===== src/rtl/dram_req_ctrl.sv =====
// dram_req_ctrl: single-outstanding load/store sequencer in front of the data RAM.
// Optional out-of-window rejection is built when DRAM_BOUNDS_CHECK_EN is defined.
module dram_req_ctrl #(
    parameter logic [15:0] ADDR_LO     = 16'd16,
    parameter logic [15:0] ADDR_HI     = 16'd6144,
    parameter int          WAIT_CYCLES = 1
) (
    input  logic        clk,
    input  logic        rst_n,
    input  logic        req_valid,
    output logic        req_ready,
    input  logic        req_we,
    input  logic [15:0] req_addr,
    input  logic [15:0] req_wdata,
    output logic        rsp_valid,
    input  logic        rsp_ready,
    output logic [15:0] rsp_rdata,
    output logic        rsp_err,
    output logic        mem_read,
    output logic        mem_write,
    output logic [15:0] mem_addr,
    output logic [15:0] mem_din,
    input  logic [15:0] mem_dout
);

    localparam int CW = (WAIT_CYCLES > 1) ? $clog2(WAIT_CYCLES) : 1;
    localparam logic [CW-1:0] CNT_INIT = CW'(WAIT_CYCLES - 1);

    if (WAIT_CYCLES < 1) begin : g_bad_wait
        $error("dram_req_ctrl: WAIT_CYCLES must be >= 1");
    end

    if (ADDR_LO > ADDR_HI) begin : g_bad_window
        $error("dram_req_ctrl: ADDR_LO must not exceed ADDR_HI");
    end

    typedef enum logic [1:0] {
        S_IDLE,
        S_ACCESS,
        S_RESP
    } state_t;

    state_t          r_state;
    state_t          w_state_nxt;
    logic [CW-1:0]   r_cnt;
    logic            r_we;
    logic            r_mem_read;
    logic            r_mem_write;
    logic [15:0]     r_mem_addr;
    logic [15:0]     r_mem_din;
    logic [15:0]     r_rdata;
    logic            w_legal;
    logic            w_acc_start;
    logic            w_err_start;
    logic            w_acc_done;

`ifdef DRAM_BOUNDS_CHECK_EN
    logic            r_err;

    // Unsigned window compare on the address offered at the accept edge
    assign w_legal = (req_addr >= ADDR_LO) && (req_addr <= ADDR_HI);
`else
    assign w_legal = 1'b1;
`endif

    assign req_ready = (r_state == S_IDLE);
    assign rsp_valid = (r_state == S_RESP);
    assign rsp_rdata = r_rdata;
    assign mem_read  = r_mem_read;
    assign mem_write = r_mem_write;
    assign mem_addr  = r_mem_addr;
    assign mem_din   = r_mem_din;

`ifdef DRAM_BOUNDS_CHECK_EN
    assign rsp_err   = r_err;
`else
    assign rsp_err   = 1'b0;
`endif

    // State register
    always_ff @(posedge clk or negedge rst_n) begin
        if (!rst_n) begin
            r_state <= S_IDLE;
        end else begin
            r_state <= w_state_nxt;
        end
    end

    // Next-state decode and single-cycle event strobes
    always_comb begin
        w_state_nxt = r_state;
        w_acc_start = 1'b0;
        w_err_start = 1'b0;
        w_acc_done  = 1'b0;
        unique case (r_state)
            S_IDLE: begin
                if (req_valid) begin
                    if (w_legal) begin
                        w_acc_start = 1'b1;
                        w_state_nxt = S_ACCESS;
                    end else begin
                        w_err_start = 1'b1;
                        w_state_nxt = S_RESP;
                    end
                end
            end
            S_ACCESS: begin
                if (r_cnt == '0) begin
                    w_acc_done  = 1'b1;
                    w_state_nxt = S_RESP;
                end
            end
            S_RESP: begin
                if (rsp_ready) begin
                    w_state_nxt = S_IDLE;
                end
            end
            default: begin
                w_state_nxt = S_IDLE;
            end
        endcase
    end

    // Access window counter: loaded on accept, counts down to the capture edge
    always_ff @(posedge clk or negedge rst_n) begin
        if (!rst_n) begin
            r_cnt <= '0;
        end else if (w_acc_start) begin
            r_cnt <= CNT_INIT;
        end else if ((r_state == S_ACCESS) && (r_cnt != '0)) begin
            r_cnt <= r_cnt - 1'b1;
        end
    end

    // Latch the request direction whenever a request is taken
    always_ff @(posedge clk or negedge rst_n) begin
        if (!rst_n) begin
            r_we <= 1'b0;
        end else if (w_acc_start || w_err_start) begin
            r_we <= req_we;
        end
    end

    // Registered RAM pins: driven for the whole window, cleared on the capture edge
    always_ff @(posedge clk or negedge rst_n) begin
        if (!rst_n) begin
            r_mem_read  <= 1'b0;
            r_mem_write <= 1'b0;
            r_mem_addr  <= '0;
            r_mem_din   <= '0;
        end else if (w_acc_start) begin
            r_mem_read  <= ~req_we;
            r_mem_write <= req_we;
            r_mem_addr  <= req_addr;
            r_mem_din   <= req_we ? req_wdata : 16'h0000;
        end else if (w_acc_done) begin
            r_mem_read  <= 1'b0;
            r_mem_write <= 1'b0;
            r_mem_addr  <= '0;
            r_mem_din   <= '0;
        end
    end

    // Response data: RAM output for loads, zero for stores and rejects
    always_ff @(posedge clk or negedge rst_n) begin
        if (!rst_n) begin
            r_rdata <= '0;
        end else if (w_acc_done) begin
            r_rdata <= r_we ? 16'h0000 : mem_dout;
        end else if (w_err_start) begin
            r_rdata <= '0;
        end
    end

`ifdef DRAM_BOUNDS_CHECK_EN
    // Error flag: set by a rejected request, cleared by a completed access
    always_ff @(posedge clk or negedge rst_n) begin
        if (!rst_n) begin
            r_err <= 1'b0;
        end else if (w_acc_done) begin
            r_err <= 1'b0;
        end else if (w_err_start) begin
            r_err <= 1'b1;
        end
    end
`endif

endmodule


===== config.mk =====
export PLATFORM = sky130hd
export DESIGN_NAME = dram_req_ctrl
export DESIGN_NICKNAME = d
export VERILOG_FILES = /design/src/rtl/dram_req_ctrl.sv
export SDC_FILE = /design/constraint.sdc
export NUM_CORES = 1
export LEC_CHECK = 0
export BUFFER_PORTS_ARGS = -buffer_cell sky130_fd_sc_hd__buf_2
export CORE_AREA = 2 2 86 88
export DETAILED_ROUTE_END_ITERATION = 10
export DIE_AREA = 0 0 88 90
export PLACE_DENSITY_LB_ADDON = 0.05
export SETUP_SLACK_MARGIN = 0.02
export SKIP_LAST_GASP = 1
export SLEW_MARGIN = 20
export SYNTH_ARGS = -nofsm -noshare
export SYNTH_HDL_FRONTEND = slang
export SYNTH_SLANG_ARGS = --single-unit

===== constraint.sdc =====
create_clock -name clk -period 1.66 [get_ports clk]
set_clock_uncertainty 0.05 [all_clocks]
set_input_delay 0.083 -clock clk [delete_from_list [all_inputs] [get_ports clk]]
set_output_delay 0.083 -clock clk [all_outputs]
set_load 0.1 [all_outputs]

Word level (Yosys, flattened, before mapping) --
Index checks and enable logic that the tools add are counted.
Storage, ports and cells: bits of input ports 53, word-level logic and storage cells 39, flip-flop bits (word level) 54, output and inout port bits 53
Operators by class: add/sub/neg operators 1, reductions and logical operators 5, eq/ne operators 5, bitwise operators 1, muxes and demuxes 19
Operator list (count):
- 2-to-1 mux 16 bit | 6
- 2-to-1 mux 1 bit | 9
- 2-to-1 mux 2 bit | 3
- case mux 2 bit (3 select lines) | 1
- inequality test 2 bit, second input constant | 2
- nonzero test 2 bit | 2
- AND reduction 3 bit | 1
- equality test 2 x 1 -> 1 bit, second input constant | 1
- equality test 2 bit, second input constant | 1
- zero test 2 bit | 1
- inequality test 2 x 1 -> 1 bit, second input constant | 1
- logical AND 1 bit | 1
- inverter 1 bit | 1
- subtractor 1 bit, second input constant | 1

Depth between registers and ports, before layout --
depth after elaboration 4, depth in mapped cells 4, depth with buffers taken out 2

Worst setup path after synthesis --
Ideal clock, no wire load.
kind register -> output, start register r_state[0], end output port req_ready, required time 1.527 ns, arrival 1.886 ns, buffers on the path 1, slack -0.359 ns, cell stages (with the launch flop) 3, cell sequence dfrtp_1 -> clkbuf_1 -> nor2_1
Between the ends: cells in the longest elaborated chain, start to end 1
RTL lines:
- start: declaration | RTL line 43 | state_t r_state;
- start signal: assignment | RTL line 85 | r_state <= w_state_nxt;
- zero test 2 bit | RTL line 66 | assign req_ready = (r_state == S_IDLE);
- end: declaration | RTL line 11 | output logic req_ready,
Every way passes these cells.

Worst setup path in the final report --
start register r_state[1], end register r_mem_din[13], in the netlist mem_din[13]
Between the ends: cells in the longest elaborated chain, start to end 3, elaborated cells between the ends (all ways) 6, those cells by class 1 x eq/ne; 3 x mux; 2 x reduce/logical
RTL lines:
- equality test 2 x 1 -> 1 bit or zero test 2 bit (tied branches) | RTL line 95 | unique case (r_state)
- 2-to-1 mux 1 bit | RTL line 95
- nonzero test 2 bit (no source line) or 2-to-1 mux 16 bit (tied branches)
- end signal: assignment | RTL line 155 | r_mem_din <= req_we ? req_wdata : 16'h0000;
- end: declaration | RTL line 50 | logic [15:0] r_mem_din;
Several ways; a longest one is shown, not always the timed one. A chain may end at the register's enable or synchronous reset.

==> key figures <==
GRT
  – Vias in the first global route: 1,907
  – Total congestion overflow: 0
  – GRT Overall Usage: 0.153
  – Largest net degree at the start of global routing: 55
  – Antenna violations before repair: 0
  – First-pass GRT wire length: 9570 um

Synthesis
  – Yosys warns: 0
  – Top cells by area, synth: dfrtp_1, mux2_4, nor4bb_1
  – Post-synthesis net count: 223
  – Cell Area, Synth: 2360 um^2
  – Avg Inst Size Synth: 13.9 um^2
  – Cell taking the most area after synthesis: dfrtp_1
  – Register area share after synthesis: 0.573
  – Distinct cells, synth: 21
  – Async S/R FF share, synth: 1.00
  – Number of synthesized register bits: 54
  – Most frequent cells after synthesis: dfrtp_1, a31o_2, nor4bb_1, a32o_1, nor2b_1
  – Primary FF master, synth: dfrtp_1
  – Number of flops mapped to enable cells by yosys: 0
  – Yosys top cell area share: 0.573
  – Most frequent cell after synthesis: dfrtp_1
  – Synth Instances: 170

Layout
  – Layout cells sized above 1: 0.550
  – Fillers: 669
  – Area Overhead vs Synth: 41.7%
  – Diodes inserted: 0
  – Final #Nets: 343

Die
  – # IOs: 106
  – # rows: 31
  – Die W: 88 um
  – Starting density of the core: 0.336
  – Full die area: 7920 um^2
  – CORE AREA: 7020 um^2
  – Die Height: 90 um

Clock tree
  – Clk root buf: clkbuf_8
  – CTS clk-pin slew, worst paths: 110 ps
  – Clock sink count: 54
  – Longest Clk Path Bufs: 2
  – Clock Latency Late Sink: 310 ps
  – TritonCTS clock tree: done
  – H-tree depth: 2
  – TritonCTS buffer count: 5

Worst hold path
  – Hold Path Class: input pin to flop

Timing
  – Final setup fails: 0
  – Hold Vio Cnt, Final: 0
  – RSZ-0062 raised after global routing: no
  – Min cycle time layout: 1570 ps
  – Pins Over Slew Limit: 0
  – Fmax: 0.638 GHz
  – Min Hold Slack: 30.6 ps
  – Worst Tran Pin Value: 540 ps
  – Crit share post-route: 0.944
  – Slew headroom: 0.640
  – Setup TNS: 0 ps

Drt
  – Vias: 1,859
  – Routed WL: 6000 um
  – Drt first pass iters: 4
  – DRC viols: 0
  – Avg WL per Cell: 15.4 um
  – Antenna viol nets, final: 0
  – Vias per cell: 4.77
  – Detailed Route Iter0 Violations: 86

Worst setup path
  – CP max stage delay: 400 ps
  – Most common cell on crit path: buf_4
  – Worst Setup End Kind: flop
  – Crit path kind: flop to flop
  – WP data required: 1820 ps
  – Arr. time, crit path: 1730 ps
  – Crit path max-delay cell type: dfrtp_1
  – Critical path, cell by cell: buf_4, or3b_1, buf_4, a32o_1
  – Buf/Inv on CP: 2
  – CP delay by family, top: flip-flops
  – Crit Path Max Fanout: 19
  – Startpoint Class: flop

Place
  – Post-DP HPWL: 3920 um
  – GP Congestion: 0.690
  – Buffers on Ports: 104

Status
  – Status: completed

Job
  – Max Cap Viol: 0
==> logic make-up after synthesis <==
group,count (synthesis),share of synthesized area
compound gates,37,0.143
buf+inv,21,0.0451
flops,54,0.573
other cells,1,0.00159
mux,17,0.104
simple gates,40,0.133
==> flip-flops by register name (all words and copies together), names as in the netlist <==
register,cells
mem_din,16
r_we,1
rsp_rdata,16
mem_write,1
mem_addr,16
mem_read,1
r_state,2
r_cnt,1
==> path summary, 6_finish.rpt <==
kind,slack (ps),cells past startpoint,start,end
worst max-delay path,90,4,r_state[1],mem_din[13]
min in group asynchronous,220,3,rst_n,mem_din[11]
worst min-delay path,30,3,req_valid,r_state[0]
worst max register to register,90,4,r_state[1],mem_din[13]
max in group asynchronous,1070,3,rst_n,mem_addr[11]
worst min register to register,470,1,mem_addr[7],mem_addr[7]
==> layout by cell type, fill, tap and decap left out, types with 2 or more instances in the layout <==
cell	synthesis	routed
a32o_1	16	16
buf_4	1	8
a31o_2	18	18
buf_2	7	102
buf_12	0	5
nor2_1	3	2
clkinvlp_4	0	2
nor4bb_1	17	16
dfrtp_1	54	54
nor2b_1	16	16
clkbuf_8	0	5
mux2_4	15	15
dlygate4sd3_1	0	18
==> area by class of cell <==
| type | instances | area, um^2 | share of cell area |
|---|---|---|---|
| Inverter | 1 | 3.75 | 0.00112 |
| Multi-Input combinational cell | 95 | 922 | 0.276 |
| Tap cell | 99 | 124 | 0.0370 |
| Sequential cell | 54 | 1350 | 0.404 |
| Timing Repair Buffer | 133 | 851 | 0.254 |
| Clock buffer | 5 | 68.8 | 0.0206 |
| Clock inverter | 3 | 23.8 | 0.00711 |
==> through the flow <==
stage,instance area (um^2),setup WS [ps],instances,utilization
3_5_place_dp,3070,63.9,364,0.437
2_1_floorplan,2360,94.2,170,-
5_1_grt,3340,33.6,390,0.476
4_1_cts,3340,59.0,390,0.476
3_3_place_gp,3070,74.5,364,0.437
6_report,3340,93.0,390,0.476
==> layer usage <==
metal	part of all wire	up-vias	GRT usage
met5	0	-	0
met4	0.013	0	0.0474
met3	0.059	7	0.0441
met2	0.49	60	0.244
met1	0.44	920	0.198
li1	-	872	-
==> repair_timing <==
item / CTS / global route
hold endpoints to repair: 71 / 0
resized for setup: 0 / 1
hold buffers: 18 / 0
setup buffers: 0 / 0
endpoints found under the setup margin: 0 / 7
==> worst min-delay path, delay by kind of cell <==
| kind | cells | cell delay (ps) |
|---|---|---|
| buf+inv | 1 | 120 |
| mux | 1 | 70 |
| simple gates | 1 | 80 |
Power is left out: the tool's default activity adds up to more than one toggle a clock period on the data nets, which glitch-free logic cannot reach.
